## config.mk

```make
export PLATFORM = sky130hd
export DESIGN_NAME = add_sub_rs
export DESIGN_NICKNAME = d
export VERILOG_FILES = /design/src/rtl/add_sub_rs.sv
export SDC_FILE = /design/constraint.sdc
export NUM_CORES = 1
export LEC_CHECK = 0
export CORE_AREA = 5 5 286 288
export CTS_CLUSTER_SIZE = 30
export DETAILED_ROUTE_END_ITERATION = 8
export DIE_AREA = 0 0 291 293
export GPL_TIMING_DRIVEN = 0
export HOLD_SLACK_MARGIN = 0.15
export SETUP_SLACK_MARGIN = 0.5
export SLEW_MARGIN = 15
export SYNTH_ARGS = -nofsm -noshare
export SYNTH_HDL_FRONTEND = slang
export SYNTH_SLANG_ARGS = --single-unit
```

## constraint.sdc

```tcl
create_clock -name clk -period 8.05 [get_ports clk]
set_input_delay 0.805 -clock clk [delete_from_list [all_inputs] [get_ports clk]]
set_output_delay 0.805 -clock clk [all_outputs]
set_load 0.005 [all_outputs]
```

## src/rtl/add_sub_rs.sv

```systemverilog
// Reservation station for the add/sub execution unit.
// Holds up to DEPTH dispatched operations, snoops the CDB for pending
// operands (op1, op2 and carry), and feeds a single-entry issue register.

package add_sub_pkg;
    typedef struct packed {
        logic subtract;
        logic add_CA;
        logic set_CA;
    } add_sub_decode_t;
endpackage

module add_sub_rs
    import add_sub_pkg::*;
#(
    parameter int RS_ID_WIDTH = 5,
    parameter int DEPTH       = 4,
    parameter int RS_OFFSET   = 0
) (
    input  logic                   clk,
    input  logic                   rst,
    // dispatch side
    input  logic                   dispatch_valid,
    output logic                   dispatch_ready,
    input  logic                   dispatch_op1_valid,
    input  logic [31:0]            dispatch_op1_value,
    input  logic [RS_ID_WIDTH-1:0] dispatch_op1_tag,
    input  logic                   dispatch_op2_valid,
    input  logic [31:0]            dispatch_op2_value,
    input  logic [RS_ID_WIDTH-1:0] dispatch_op2_tag,
    input  logic                   dispatch_ca_valid,
    input  logic                   dispatch_ca_value,
    input  logic [RS_ID_WIDTH-1:0] dispatch_ca_tag,
    input  add_sub_decode_t        dispatch_control,
    input  logic [4:0]             dispatch_result_reg_addr,
    output logic [RS_ID_WIDTH-1:0] dispatch_rs_id,
    // common data bus
    input  logic                   cdb_valid,
    input  logic [RS_ID_WIDTH-1:0] cdb_rs_id,
    input  logic [31:0]            cdb_result,
    input  logic                   cdb_ca,
    // issue side
    output logic                   issue_valid,
    input  logic                   issue_ready,
    output logic [RS_ID_WIDTH-1:0] issue_rs_id,
    output logic [4:0]             issue_result_reg_addr,
    output logic [31:0]            issue_op1,
    output logic [31:0]            issue_op2,
    output logic                   issue_carry,
    output add_sub_decode_t        issue_control
);

    localparam int IDX_W = (DEPTH > 1) ? $clog2(DEPTH) : 1;

    // station entries
    logic [DEPTH-1:0]       busy;
    logic [DEPTH-1:0]       op1_val;
    logic [DEPTH-1:0]       op2_val;
    logic [DEPTH-1:0]       ca_val;
    logic [DEPTH-1:0]       ca_data;
    logic [31:0]            op1_data [DEPTH];
    logic [31:0]            op2_data [DEPTH];
    logic [RS_ID_WIDTH-1:0] op1_tag  [DEPTH];
    logic [RS_ID_WIDTH-1:0] op2_tag  [DEPTH];
    logic [RS_ID_WIDTH-1:0] ca_tag   [DEPTH];
    add_sub_decode_t        ctrl     [DEPTH];
    logic [4:0]             rd       [DEPTH];

    // issue register
    logic                   iss_valid_p1;
    logic [RS_ID_WIDTH-1:0] iss_rs_id_p1;
    logic [4:0]             iss_rd_p1;
    logic [31:0]            iss_op1_p1;
    logic [31:0]            iss_op2_p1;
    logic                   iss_carry_p1;
    add_sub_decode_t        iss_ctrl_p1;

    logic [DEPTH-1:0] elig;
    logic [IDX_W-1:0] free_idx;
    logic             free_any;
    logic [IDX_W-1:0] sel_idx;
    logic             sel_any;
    logic             issue_en;
    logic             load_issue;
    logic             dispatch_fire;
    logic             fwd_op1;
    logic             fwd_op2;
    logic             fwd_ca;

    // Lowest free entry and lowest eligible entry, both from registered state
    always_comb begin
        free_idx = '0;
        free_any = 1'b0;
        sel_idx  = '0;
        sel_any  = 1'b0;
        for (int i = 0; i < DEPTH; i++) begin
            elig[i] = busy[i] & op1_val[i] & op2_val[i] & (ca_val[i] | ~ctrl[i].add_CA);
        end
        for (int i = DEPTH - 1; i >= 0; i--) begin
            if (!busy[i]) begin
                free_idx = IDX_W'(i);
                free_any = 1'b1;
            end
            if (elig[i]) begin
                sel_idx = IDX_W'(i);
                sel_any = 1'b1;
            end
        end
    end

    assign dispatch_ready = free_any;
    assign dispatch_rs_id = RS_ID_WIDTH'(RS_OFFSET) + RS_ID_WIDTH'(free_idx);
    assign dispatch_fire  = dispatch_valid & free_any;
    assign issue_en       = ~iss_valid_p1 | issue_ready;
    assign load_issue     = issue_en & sel_any;

    // A pending operand whose producer broadcasts in the dispatch cycle is captured directly
    assign fwd_op1 = ~dispatch_op1_valid & cdb_valid & (cdb_rs_id == dispatch_op1_tag);
    assign fwd_op2 = ~dispatch_op2_valid & cdb_valid & (cdb_rs_id == dispatch_op2_tag);
    assign fwd_ca  = ~dispatch_ca_valid  & cdb_valid & (cdb_rs_id == dispatch_ca_tag);

    // Entry state: CDB snoop, free on issue load, allocate on dispatch
    always_ff @(posedge clk) begin
        if (rst) begin
            busy <= '0;
        end else begin
            for (int i = 0; i < DEPTH; i++) begin
                if (busy[i] && cdb_valid) begin
                    if (!op1_val[i] && op1_tag[i] == cdb_rs_id) begin
                        op1_val[i]  <= 1'b1;
                        op1_data[i] <= cdb_result;
                    end
                    if (!op2_val[i] && op2_tag[i] == cdb_rs_id) begin
                        op2_val[i]  <= 1'b1;
                        op2_data[i] <= cdb_result;
                    end
                    if (!ca_val[i] && ca_tag[i] == cdb_rs_id) begin
                        ca_val[i]  <= 1'b1;
                        ca_data[i] <= cdb_ca;
                    end
                end
            end
            if (load_issue) begin
                busy[sel_idx] <= 1'b0;
            end
            // free_idx is never the entry being loaded: that one is still busy
            if (dispatch_fire) begin
                busy[free_idx]     <= 1'b1;
                op1_val[free_idx]  <= dispatch_op1_valid | fwd_op1;
                op1_data[free_idx] <= dispatch_op1_valid ? dispatch_op1_value : cdb_result;
                op1_tag[free_idx]  <= dispatch_op1_tag;
                op2_val[free_idx]  <= dispatch_op2_valid | fwd_op2;
                op2_data[free_idx] <= dispatch_op2_valid ? dispatch_op2_value : cdb_result;
                op2_tag[free_idx]  <= dispatch_op2_tag;
                ca_val[free_idx]   <= dispatch_ca_valid | fwd_ca;
                ca_data[free_idx]  <= dispatch_ca_valid ? dispatch_ca_value : cdb_ca;
                ca_tag[free_idx]   <= dispatch_ca_tag;
                ctrl[free_idx]     <= dispatch_control;
                rd[free_idx]       <= dispatch_result_reg_addr;
            end
        end
    end

    // Issue register: refills when empty or handshaking, holds while stalled
    always_ff @(posedge clk) begin
        if (rst) begin
            iss_valid_p1 <= 1'b0;
            iss_rs_id_p1 <= '0;
            iss_rd_p1    <= '0;
            iss_op1_p1   <= '0;
            iss_op2_p1   <= '0;
            iss_carry_p1 <= 1'b0;
            iss_ctrl_p1  <= '0;
        end else if (issue_en) begin
            iss_valid_p1 <= sel_any;
            if (sel_any) begin
                iss_rs_id_p1 <= RS_ID_WIDTH'(RS_OFFSET) + RS_ID_WIDTH'(sel_idx);
                iss_rd_p1    <= rd[sel_idx];
                iss_op1_p1   <= op1_data[sel_idx];
                iss_op2_p1   <= op2_data[sel_idx];
                iss_carry_p1 <= ctrl[sel_idx].add_CA ? ca_data[sel_idx] : 1'b0;
                iss_ctrl_p1  <= ctrl[sel_idx];
            end
        end
    end

    assign issue_valid           = iss_valid_p1;
    assign issue_rs_id           = iss_rs_id_p1;
    assign issue_result_reg_addr = iss_rd_p1;
    assign issue_op1             = iss_op1_p1;
    assign issue_op2             = iss_op2_p1;
    assign issue_carry           = iss_carry_p1;
    assign issue_control         = iss_ctrl_p1;

endmodule
```

After elaboration in Yosys (flattened, before gate mapping)
Memories as Yosys holds them, arrays and structs flattened. A register that Yosys moved wholly into a read port is not among the register bits.
Index checks and enable logic that the tools add are counted.
W data, S select, Z words.
Cells by class
  reduce and logical (&&, ||, !) cells: 31
  equality and inequality tests: 15
  multiplexer cells: 120
  magnitude comparators: 4
  bitwise gates (word level): 39
Operator list (number)
  $mux W1: 96
  $eq A5 B5 Y1: 15
  $mux W32: 2
  $mux W4: 7
  $and A1 B1 Y1: 20
  $logic_and A1 B1 Y1: 18
  $bwmux W4: 4
  $mux W2: 8
  $logic_not A1 Y1: 12
  $not A1 Y1: 8
  $or A1 B1 Y1: 8
  $lt A2 B3 Y1 const B: 2
  $and A4 B4 Y4: 1
  $demux W1 S2: 2
  $ge A2 B1 Y1 const B: 2
  $not A4 Y4: 1
  $or A4 B4 Y4: 1
  $bmux W1 S2: 1
  $reduce_and A2 Y1: 1
Storage, ports and cells
  input port bits: 134
  memories kept: 7
  logic and storage cells: 227
  flip-flop bits (word level): 27
  bits in writable memories: 348
Memory list
  op1_data: words 4, width 32, rd ports 1, clocked after memory_dff 1, write ports 5, line 61  | logic [31:0] op1_data [DEPTH];
  op2_data: words 4, width 32, rd ports 1, clocked after memory_dff 1, write ports 5, line 62  | logic [31:0] op2_data [DEPTH];
  ca_tag: words 4, width 5, rd ports 4, clocked after memory_dff 0, write ports 1, line 65  | logic [RS_ID_WIDTH-1:0] ca_tag [DEPTH];
  op1_tag: words 4, width 5, rd ports 4, clocked after memory_dff 0, write ports 1, line 63  | logic [RS_ID_WIDTH-1:0] op1_tag [DEPTH];
  op2_tag: words 4, width 5, rd ports 4, clocked after memory_dff 0, write ports 1, line 64  | logic [RS_ID_WIDTH-1:0] op2_tag [DEPTH];
  rd: words 4, width 5, rd ports 1, clocked after memory_dff 1, write ports 1, line 67  | logic [4:0] rd [DEPTH];
  +1 memories

Depth between registers and ports, before layout
An unclocked memory read counts as a cell.
  depth in word-level cells: 18
  mapped depth: 9
  depth with buffers taken out: 5

Worst setup path after synthesis
Ideal clock, no wire load.
  kind: in2reg
  start point: input port cdb_rs_id[0]
  end point: memory op2_data[3][0], enable pin
  path buffers: 2
  library setup time: 0.432 ns
  data arrival time: 3.363 ns
  stages: 7
  setup slack: 4.255 ns
  cell sequence: buf_2 > buf_2 > xnor2_1 > nand4_1 > nor3_1 > nand2b_1 > a21oi_1
RTL lines
  start, declared: line 39  | input logic [RS_ID_WIDTH-1:0] cdb_rs_id,
  end, declared: line 62

==> results.sh <==
export IMPL_status="completed"
export IMPL_whs_endpoint="issue_rs_id[0]$_SDFFE_PP0N_"
export IMPL_min_period_over_period_pct=40.4
export IMPL_core_area_um2=78600
export IMPL_worstHoldPathCells=2
export IMPL_track_usage_pct=15.3
export IMPL_post_cts_buffers=0
export IMPL_placed_area_um2=23500
export IMPL_grt_pass1_wl_um=96700
export IMPL_path_common_cell="nand2_1"
export IMPL_detail_route_iter0_violations=1645
export IMPL_die_h_um=293
export IMPL_wl_per_cell_um=25.0
export IMPL_leakagePower_nw=8.01
export IMPL_ir_drop_v=0.000121
export IMPL_timing_hold_ws_ps=475
export IMPL_yosys_warnings=0
export IMPL_end_kind="flip-flop"
export IMPL_area_delta_synth_final_pct=27.9
export IMPL_via_per_inst=4.88
export IMPL_hold_class="flip-flop to flip-flop"
export IMPL_synthDistinctLibCells=48
export IMPL_die_x_um=291
export IMPL_criticalPathCategory="primary input to flip-flop"
export IMPL_start_kind="primary input"
export IMPL_period_minus_slack_ps=3250
export IMPL_avgSynthCellArea_um2=14.4
export IMPL_routabilityCongestion=0.819
export IMPL_critPathBufInv=4
export IMPL_clk_latency_ps=600
export IMPL_syn_instance_count=1362
export IMPL_fin_setup_tns_ps=0
export IMPL_drt_pass1_iterations=8
export IMPL_grt_overflow=0
export IMPL_crit_required_ps=8370
export IMPL_r2r_end="op2_data[1][8]$_DFFE_PP_"
export IMPL_ys_flop_type="edfxtp_1"
export IMPL_hold_viol_final=0
export IMPL_die_area_um2=85300
export IMPL_crit_family="buffers and inverters"
export IMPL_reg2regPathDepth=9
export IMPL_ys_seq_area_share_pct=64.1
export IMPL_finalMaxSlewViolations=0
export IMPL_io_buffers=206
export IMPL_slowest_stage="clkdlybuf4s50_1"
export IMPL_rrSetupSlack_ps=5150
export IMPL_vias=13356
export IMPL_ios=219
export IMPL_grt_pass1_vias=13543
export IMPL_nets=1773
export IMPL_cpPeakStageDelay_ps=600
export IMPL_dpl_hpwl_um=49200
export IMPL_crit_path_cell_trace="clkdlybuf4s50_1, nand2_1, or2_1, clkbuf_1, nor2_4, buf_16, nand2_1, buf_2, mux2_1"
export IMPL_setup_viol=0
export IMPL_syn_cell_area_um2=19600
export IMPL_r2r_start="busy[0]$_SDFF_PP0_"
export IMPL_root_buffer="clkbuf_16"
export IMPL_synth_edf_count=364
export IMPL_cts_sinks=444
export IMPL_slew_headroom_pct=31.9
export IMPL_arrival_ps=3580
export IMPL_num_rows=103
export IMPL_antenna_found_initial=18
export IMPL_rsz0062_at_grt="false"
export IMPL_powerDensity_nw_per_um2=207
export IMPL_max_freq_mhz=308
export IMPL_drive_above_1_share_pct=26.2
export IMPL_clk_path_buf_depth=3
export IMPL_finish_instance_area_um2=25000
export IMPL_async_flop_share_pct=0
export IMPL_ctsHoldBuffers=0
export IMPL_hold_start="issue_rs_id[0]$_SDFFE_PP0N_"
export IMPL_layout_setup_ws_ps=4800
export IMPL_ctsResizeCount=0
export IMPL_route_detailed_drc=0
export IMPL_grt_max_degree=26
export IMPL_fin_skew_ps=36.7
export IMPL_cts_buffers=47
export IMPL_routed_wirelength_um=68500
export IMPL_ys_seq_elements=444
export IMPL_tritoncts="done"
export IMPL_pre_cts_ws_ps=4210
export IMPL_start_util_pct=24.9
export IMPL_worstMarginPinSlew_ps=1020
export IMPL_power_w=0.00519
export IMPL_cts_clk_slew_worst_paths_ps=60
export IMPL_h_tree_depth=2
export IMPL_cp_max_fo=16
export IMPL_ant_nets=0
export IMPL_maxCapViolCount=0
-- metal layers --
metal	vias up	wire length [um]	global-route usage [%]	share of wire, %
met4	12	1060	2.61	1.5
met1	6780	27000	19.0	39
met2	579	33500	26.2	49
li1	5904	-	-	-
met5	-	83	0	0.12
met3	81	6950	5.25	10
-- stage by stage --
step	cells	util [%]
CTS	2728	31.8
global route	2729	31.8
global placement	2623	29.2
floorplan	1367	-
finish	2739	31.8
detailed placement	2640	29.9
-- worst register-to-register path: stages, from the launching register on --
cell      delay [ps]
dfxtp_1          320
buf_4            170
nand2_1           70
or2_1            210
clkbuf_1         200
nor2_4           500
buf_16           240
nand2_1          230
buf_2            330
mux2_1           360
-- sequential cells by signal, indices dropped and copies added, names as in the netlist --
signal / flops
op1_data: 128
op2_data: 128
issue_op1: 32
issue_op2: 32
ca_tag: 20
op1_tag: 20
op2_tag: 20
rd: 20
ctrl: 12
issue_result_reg_addr: 5
busy: 4
ca_data: 4
ca_val: 4
op1_val: 4
op2_val: 4
issue_control: 3
issue_rs_id: 2
issue_carry: 1
issue_valid: 1
-- synth_stat cells, types with 7 or more instances --
cell type,count,area [um^2]
edfxtp_1,364,10900
mux2_2,243,2740
a21oi_1,139,696
dfxtp_1,80,1600
o21ai_0,74,370
a222oi_1,64,641
xnor2_1,51,447
buf_2,47,235
nand2_1,44,165
buf_4,30,225
clkbuf_1,25,93.8
xor2_1,24,210
nor2_1,20,75.1
mux2_1,14,158
nor3_1,14,70.1
nand4_1,13,81.3
nand2b_1,11,68.8
nand3_1,10,50.1
a22oi_1,8,60.1
o21ai_1,8,40.0
a221oi_1,7,61.3
and3_1,7,43.8
nor4_1,7,43.8
-- power by group --
part / internal, W / switching [W]
logic: 0.000215 / 0.000233
registers: 0.00256 / 0.0000333
clock network: 0.00124 / 0.000908
total: 0.00401 / 0.00117
-- layout by cell type, fill, tap and decap left out, types with 24 or more instances in the layout --
cell,Yosys,routed
a222oi_1,64,64
xor2_1,24,24
clkdlybuf4s50_1,0,206
a21oi_1,139,134
edfxtp_1,364,364
dfxtp_1,80,80
buf_4,30,30
o21ai_0,74,74
buf_2,47,47
nand2_1,44,44
clkbuf_16,0,49
xnor2_1,51,51
clkbuf_1,25,37
mux2_2,243,243
-- kinds of logic (layout without fill, tap and decap cells) --
logic type | count (synthesis) | count (layout) | synth area share, %
compound gates | 325 | 325 | 10.7
xor+xnor | 75 | 75 | 3.36
buf+inv | 112 | 423 | 3.13
flops | 444 | 444 | 64.1
mux | 261 | 261 | 15.0
other cells | 1 | 17 | 0.0192
simple gates | 144 | 144 | 3.70
-- final cells by class --
class                      instances  area, um^2
timing repair buffer             223        2480
clock buffer                      65        1320
tap                             1050        1310
fill                            7849       53600
clock inverter                    23         198
sequential                       444       12500
buffer                           108         598
inverter                           4        15.0
multi-input combinational        811        6540
antenna                           11        27.5
-- how the worst max path moves through the flow --
stage                   startpoint                   endpoint  depth (start not counted)
floorplan             cdb_rs_id[0]   op2_data[3][0]$_DFFE_PP_                          7
global placement         cdb_valid  op1_data[0][16]$_DFFE_PP_                          5
detailed placement  dispatch_valid  op1_data[1][10]$_DFFE_PP_                          9
CTS                 dispatch_valid  op1_data[1][10]$_DFFE_PP_                          9
global route        dispatch_valid  op1_data[1][10]$_DFFE_PP_                          9
finish              dispatch_valid   op2_data[1][8]$_DFFE_PP_                          9
Power figures use the tool's default switching activity.
